[src/rtl/bound_flasher_pkg.sv]
// Shared phase encoding and thermometer decode for the bound flasher family.
package bound_flasher_pkg;

    localparam int MAX_LED_W = 64;

    typedef enum logic [2:0] {
        PH_IDLE = 3'd0,
        PH_UP0  = 3'd1,
        PH_DN0  = 3'd2,
        PH_UP1  = 3'd3,
        PH_DN1  = 3'd4,
        PH_UP2  = 3'd5,
        PH_DN2  = 3'd6
    } phase_t;

    // Bit i is lit iff i < level; callers truncate to their own bar width.
    function automatic logic [MAX_LED_W-1:0] thermo(input logic [7:0] level);
        logic [MAX_LED_W-1:0] t;
        t = '0;
        for (int i = 0; i < MAX_LED_W; i++) begin
            t[i] = (i < int'(level));
        end
        return t;
    endfunction

endpackage

[src/rtl/bf_prescaler.sv]
// Free-running step-rate divider: one-cycle step strobe every DIV clocks.
module bf_prescaler #(
    parameter int DIV = 1
) (
    input  logic clk,
    input  logic rst_n,
    output logic step
);

    localparam int CNT_W = (DIV > 1) ? $clog2(DIV) : 1;
    localparam logic [CNT_W-1:0] TC = CNT_W'(DIV - 1);

    logic [CNT_W-1:0] cnt;

    assign step = (cnt == TC);

    always_ff @(posedge clk) begin
        if (!rst_n) begin
            cnt <= '0;
        end else if (cnt == TC) begin
            cnt <= '0;
        end else begin
            cnt <= cnt + 1'b1;
        end
    end

endmodule

[src/rtl/bound_flasher_gen.sv]
// Six-phase thermometer LED bar sequencer with kickback, auto-repeat and step-rate prescaler.
module bound_flasher_gen
    import bound_flasher_pkg::*;
#(
    parameter int LED_W = 16,
    parameter int PEAK0 = 6,
    parameter int PEAK1 = 11,
    parameter int LOW1  = 5,
    parameter int DIV   = 1
) (
    input  logic             clk,
    input  logic             rst_n,
    input  logic             flick,
    input  logic             auto_rep,
    output logic [LED_W-1:0] led_state,
    output logic [2:0]       phase,
    output logic             busy,
    output logic             done
);

    localparam int LVL_W = $clog2(LED_W + 1);
    localparam logic [LVL_W-1:0] TOP_L   = LVL_W'(LED_W);
    localparam logic [LVL_W-1:0] PEAK0_L = LVL_W'(PEAK0);
    localparam logic [LVL_W-1:0] PEAK1_L = LVL_W'(PEAK1);
    localparam logic [LVL_W-1:0] LOW1_L  = LVL_W'(LOW1);
    localparam logic [LVL_W-1:0] ONE_L   = LVL_W'(1);

    if (LED_W < 2 || LED_W > MAX_LED_W) begin : g_bad_led_w
        $error("bound_flasher_gen: LED_W out of range");
    end
    if (PEAK0 < 1 || PEAK0 > LED_W - 1) begin : g_bad_peak0
        $error("bound_flasher_gen: PEAK0 must be in 1..LED_W-1");
    end
    if (LOW1 < 1 || LOW1 >= PEAK1) begin : g_bad_low1
        $error("bound_flasher_gen: LOW1 must be in 1..PEAK1-1");
    end
    if (PEAK1 >= LED_W) begin : g_bad_peak1
        $error("bound_flasher_gen: PEAK1 must be below LED_W");
    end
    if (DIV < 1) begin : g_bad_div
        $error("bound_flasher_gen: DIV must be at least 1");
    end

    logic             step;
    phase_t           ph_q;
    phase_t           ph_nxt;
    logic [LVL_W-1:0] lvl_q;
    logic [LVL_W-1:0] lvl_nxt;
    logic [LVL_W-1:0] lvl_up;
    logic [LVL_W-1:0] lvl_dn;
    logic             done_nxt;

    bf_prescaler #(
        .DIV (DIV)
    ) u_prescaler (
        .clk   (clk),
        .rst_n (rst_n),
        .step  (step)
    );

    assign phase = ph_q;

    // Each phase moves the level one notch; the phase flips on the edge the target is reached.
    always_comb begin
        ph_nxt   = ph_q;
        lvl_nxt  = lvl_q;
        done_nxt = 1'b0;
        lvl_up   = lvl_q + 1'b1;
        lvl_dn   = lvl_q - 1'b1;
        if (step) begin
            case (ph_q)
                PH_IDLE: begin
                    if (flick) begin
                        ph_nxt  = PH_UP0;
                        lvl_nxt = ONE_L;
                    end
                end
                PH_UP0: begin
                    lvl_nxt = lvl_up;
                    if (lvl_up == PEAK0_L) ph_nxt = PH_DN0;
                end
                PH_DN0: begin
                    lvl_nxt = lvl_dn;
                    if (lvl_dn == '0) ph_nxt = PH_UP1;
                end
                PH_UP1: begin
                    lvl_nxt = lvl_up;
                    if (lvl_up == PEAK1_L) ph_nxt = PH_DN1;
                end
                PH_DN1: begin
                    lvl_nxt = lvl_dn;
                    if (lvl_dn == LOW1_L) ph_nxt = flick ? PH_UP1 : PH_UP2;
                end
                PH_UP2: begin
                    lvl_nxt = lvl_up;
                    if (lvl_up == TOP_L) ph_nxt = PH_DN2;
                end
                PH_DN2: begin
                    lvl_nxt = lvl_dn;
                    // Kickback beats auto-repeat, which beats going idle.
                    if (flick && (lvl_dn == LOW1_L || lvl_dn == '0)) begin
                        ph_nxt = PH_UP2;
                    end else if (lvl_dn == '0) begin
                        if (auto_rep) begin
                            ph_nxt = PH_UP0;
                        end else begin
                            ph_nxt   = PH_IDLE;
                            done_nxt = 1'b1;
                        end
                    end
                end
                default: begin
                    ph_nxt  = PH_IDLE;
                    lvl_nxt = '0;
                end
            endcase
        end
    end

    always_ff @(posedge clk) begin
        if (!rst_n) begin
            ph_q      <= PH_IDLE;
            lvl_q     <= '0;
            led_state <= '0;
            busy      <= 1'b0;
            done      <= 1'b0;
        end else begin
            ph_q      <= ph_nxt;
            lvl_q     <= lvl_nxt;
            led_state <= LED_W'(thermo(8'(lvl_nxt)));
            busy      <= (ph_nxt != PH_IDLE);
            done      <= done_nxt;
        end
    end

endmodule

[config.mk]
export PLATFORM = sky130hd
export DESIGN_NAME = bound_flasher_gen
export DESIGN_NICKNAME = d
export VERILOG_FILES = /design/src/rtl/bound_flasher_pkg.sv /design/src/rtl/bf_prescaler.sv /design/src/rtl/bound_flasher_gen.sv
export SDC_FILE = /design/constraint.sdc
export NUM_CORES = 1
export LEC_CHECK = 0
export BUFFER_PORTS_ARGS = -buffer_cell sky130_fd_sc_hd__buf_2
export CORE_ASPECT_RATIO = 1.25
export CORE_UTILIZATION = 40
export DETAILED_ROUTE_END_ITERATION = 8
export GPL_ROUTABILITY_DRIVEN = 0
export HOLD_SLACK_MARGIN = 0.08
export PLACE_DENSITY = 0.66
export SYNTH_ARGS = -nofsm -noshare
export SYNTH_HDL_FRONTEND = slang
export SYNTH_SLANG_ARGS = --single-unit
[constraint.sdc]
create_clock -name clk -period 2.3 [get_ports clk]
set_input_delay 0.46 -clock clk [delete_from_list [all_inputs] [get_ports clk]]
set_output_delay 0.46 -clock clk [all_outputs]
set_load 0.01 [all_outputs]
==> impl_metrics.csv <==
group,metric,value,unit
synth,yosys_most_used_dff,"dfxtp_1",
clock_network,clock_path_buffers,2,
outcome,outcome,"completed",
synth,synthCells,194,
die,rows,25,
synth,syn-cell-area,1620,sq um
placement,portBuffers,24,
setup_path,cp.arrival,2310,ps
synth,synthSimpleGateAreaFrac,22.3,%
route,drtIter0Drc,87,
synth,synth_seq_area_share,32.2,%
setup_path,crit_fanout,10,
route,routed_wl,4140,microns
setup_path,crit_required,2480,ps
setup_path,r2r_start,"lvl_q[0]",
route,drt_first_pass_iters,4,
setup_path,rrSetupSlack,160,ps
cells_and_area,fin_util,53.0,%
timing,fin_crit_sh,93.0,%
run,drv_cap,0,
die,core_area,3820,sq um
route,drc_errors,0,
synth,synth_nets,202,
timing,min_period,2140,ps
synth,synth-compound-area-share,29.4,%
cells_and_area,finalNetCount,238,
power,cellPowerDensity,503,nW/um^2
cells_and_area,most-common-layout-cells,"26 x dfxtp_1, 24 x buf_2, 19 x buf_4",
setup_path,ff2ff_path_depth,8,
route,routed-via-count,1602,
clock_network,postCtsHoldBufs,0,
min_path,hold_path_class,"primary input to register",
setup_path,start_kind,"register",
clock_network,cts_made_buffers,3,
grt,track_usage,20.7,%
timing,fmax,0.467,GHz
synth,synthAdderAreaFrac,3.09,%
die,die_y,73.1,microns
setup_path,cp-end-kind,"register",
setup_path,cp-startpoint,"lvl_q[0]",
synth,yosysTopAreaCell,"dfxtp_1",
setup_path,regToRegEndpoint,"busy",
clock_network,cts_root_buf,"clkbuf_8",
synth,ys_ff_latch,26,
timing,clock_skew,5.68,ps
timing,hold_viol,0,
synth,ys_async_sr_fraction,0,%
grt,grt_pass1_wl,6760,microns
clock_network,clock_latency,280,ps
cells_and_area,fill_cells,365,
cells_and_area,layout-drive-gt1-share,27.9,%
cells_and_area,multi_input_area,1020,sq um
placement,placed_area,1880,sq um
synth,synth_area_leaders,"dfxtp_1 32%, nor2_1 3.2%, ha_1 3.1%",
synth,syn_area_per_cell,8.34,sq um
power,p_leak,0.842,nW
clock_network,htree_levels,1,
placement,dpl.hpwl,3030,microns
route,avgRoutedWirePerCell,14.6,microns
grt,grt_max_degree,16,
setup_path,crit_type,"register to register",
die,die_w,58.9,microns
synth,synth_edf_count,0,
synth,synthMuxAreaShare,2.47,%
timing,maxSlewViolCount,0,
power,irDropWorstVdd,438,uV
timing,tightest_slew,568,ps
min_path,holdPathStages,4,
timing,hold_slack,438,ps
clock_network,cts_sinks,26,
synth,synth_top_family_by_area,"compound AO/OA/AOI/OAI gates",
route,antenna_left,0,
clock_network,cts_tree,"yes",
cells_and_area,seq_area,520,sq um
clock_network,clkTransAtPathRegs,100,ps
die,initial_core_util,42.4,%
die,ios,25,
synth,yosys_warnings,0,
min_path,hp-start,"auto_rep",
cells_and_area,num_antenna_cells,0,
synth,synth_xor_area_share,2.71,%
synth,synth_top_area_share,32.2,%
min_path,hold_end,"done",
die,dieArea,4300,sq um
route,viasPerCell,5.66,
timing,setup_viol_count_final,0,
cells_and_area,stdcell_area,2020,sq um
timing,slew-limit-headroom,61.2,%
grt,grt_overflow,0,
grt,grt_pass1_vias,1497,
cells_and_area,layout_commonest_cell,"dfxtp_1",
synth,ys_types,64,
cells_and_area,area_delta_synth_final,25.0,%
grt,antenna_found_initial,0,
[final cells by class]
class                           instances  area share (%)
Multi-Input combinational cell        140            50.6
Sequential cell                        26            25.7
Timing Repair Buffer                   44            14.0
Tap cell                               54            3.34
Inverter                               15            2.78
Clock buffer                            3            2.04
Clock inverter                          1            1.49
[worst max path at each step]
stage | slack [ps] | cells after the start | end
after floorplan | 50 | 9 | busy
after global placement | 60 | 7 | led_state[14]
after detailed placement | 20 | 7 | led_state[14]
after CTS | 100 | 8 | busy
after global routing | -10 | 8 | busy
final | 160 | 8 | busy
[where the power goes]
part | internal (mW) | switching [mW]
clock network | 0.233 | 0.154
logic | 0.0656 | 0.0914
registers | 0.462 | 0.0117
total | 0.760 | 0.257
[sequential cells by signal (all words and copies together), names as in the netlist]
signal	cells
lvl_q	4
busy	1
phase	3
done	1
led_state	16
u_prescaler.cnt	1
[logic make-up after synthesis]
kind of cell / count (synthesis)
fa+ha+maj: 4
buf+inv: 28
simple gates: 63
mux: 4
xor+xnor: 5
compound gates: 63
flops: 26
other cells: 1
[critical path: stages, from the launching register on]
cell      delay, ps
dfxtp_1         320
buf_4           160
ha_1            290
or3_1           350
o22ai_2         200
a211oi_1         90
a21oi_1         130
nand4_1         140
a221o_1         360
[metrics by stage]
step / setup WS, ps / power, mW / cells / TNS, ps
after detailed placement: 20.3 / 0.634 / 276 / 0
after CTS: 103 / 1.01 / 280 / 0
after global placement: 59.2 / 0.633 / 276 / 0
after floorplan: 51.6 / 0.580 / 194 / 0
final: 161 / 1.02 / 283 / 0
after global routing: -12.0 / 1.05 / 283 / -12.0
[cells in the mapped netlist, types with 4 or more instances]
cell and number:
ha_1 4, o21ai_0 8, inv_1 12, o21a_1 5, buf_2 6, o22ai_1 5, nand2_1 12, nand3_1 6
xnor2_1 4, dfxtp_1 26, a21oi_1 9, mux2i_1 4, clkbuf_1 5, nor2_1 14
[metal layers]
layer  global-route usage [%]  part of all wire (%)
met1                     23.9                    43
met2                     35.9                    48
met3                     3.01                   4.4
met4                     11.6                   4.4
met5                        0                     0
[timing repair]
action,4_1_cts,5_1_grt
hold endpoints to repair,0,0
setup buffers,0,3
gates resized for setup,0,8
endpoints found under the setup margin,0,5
Power figures use the tool's default switching activity.
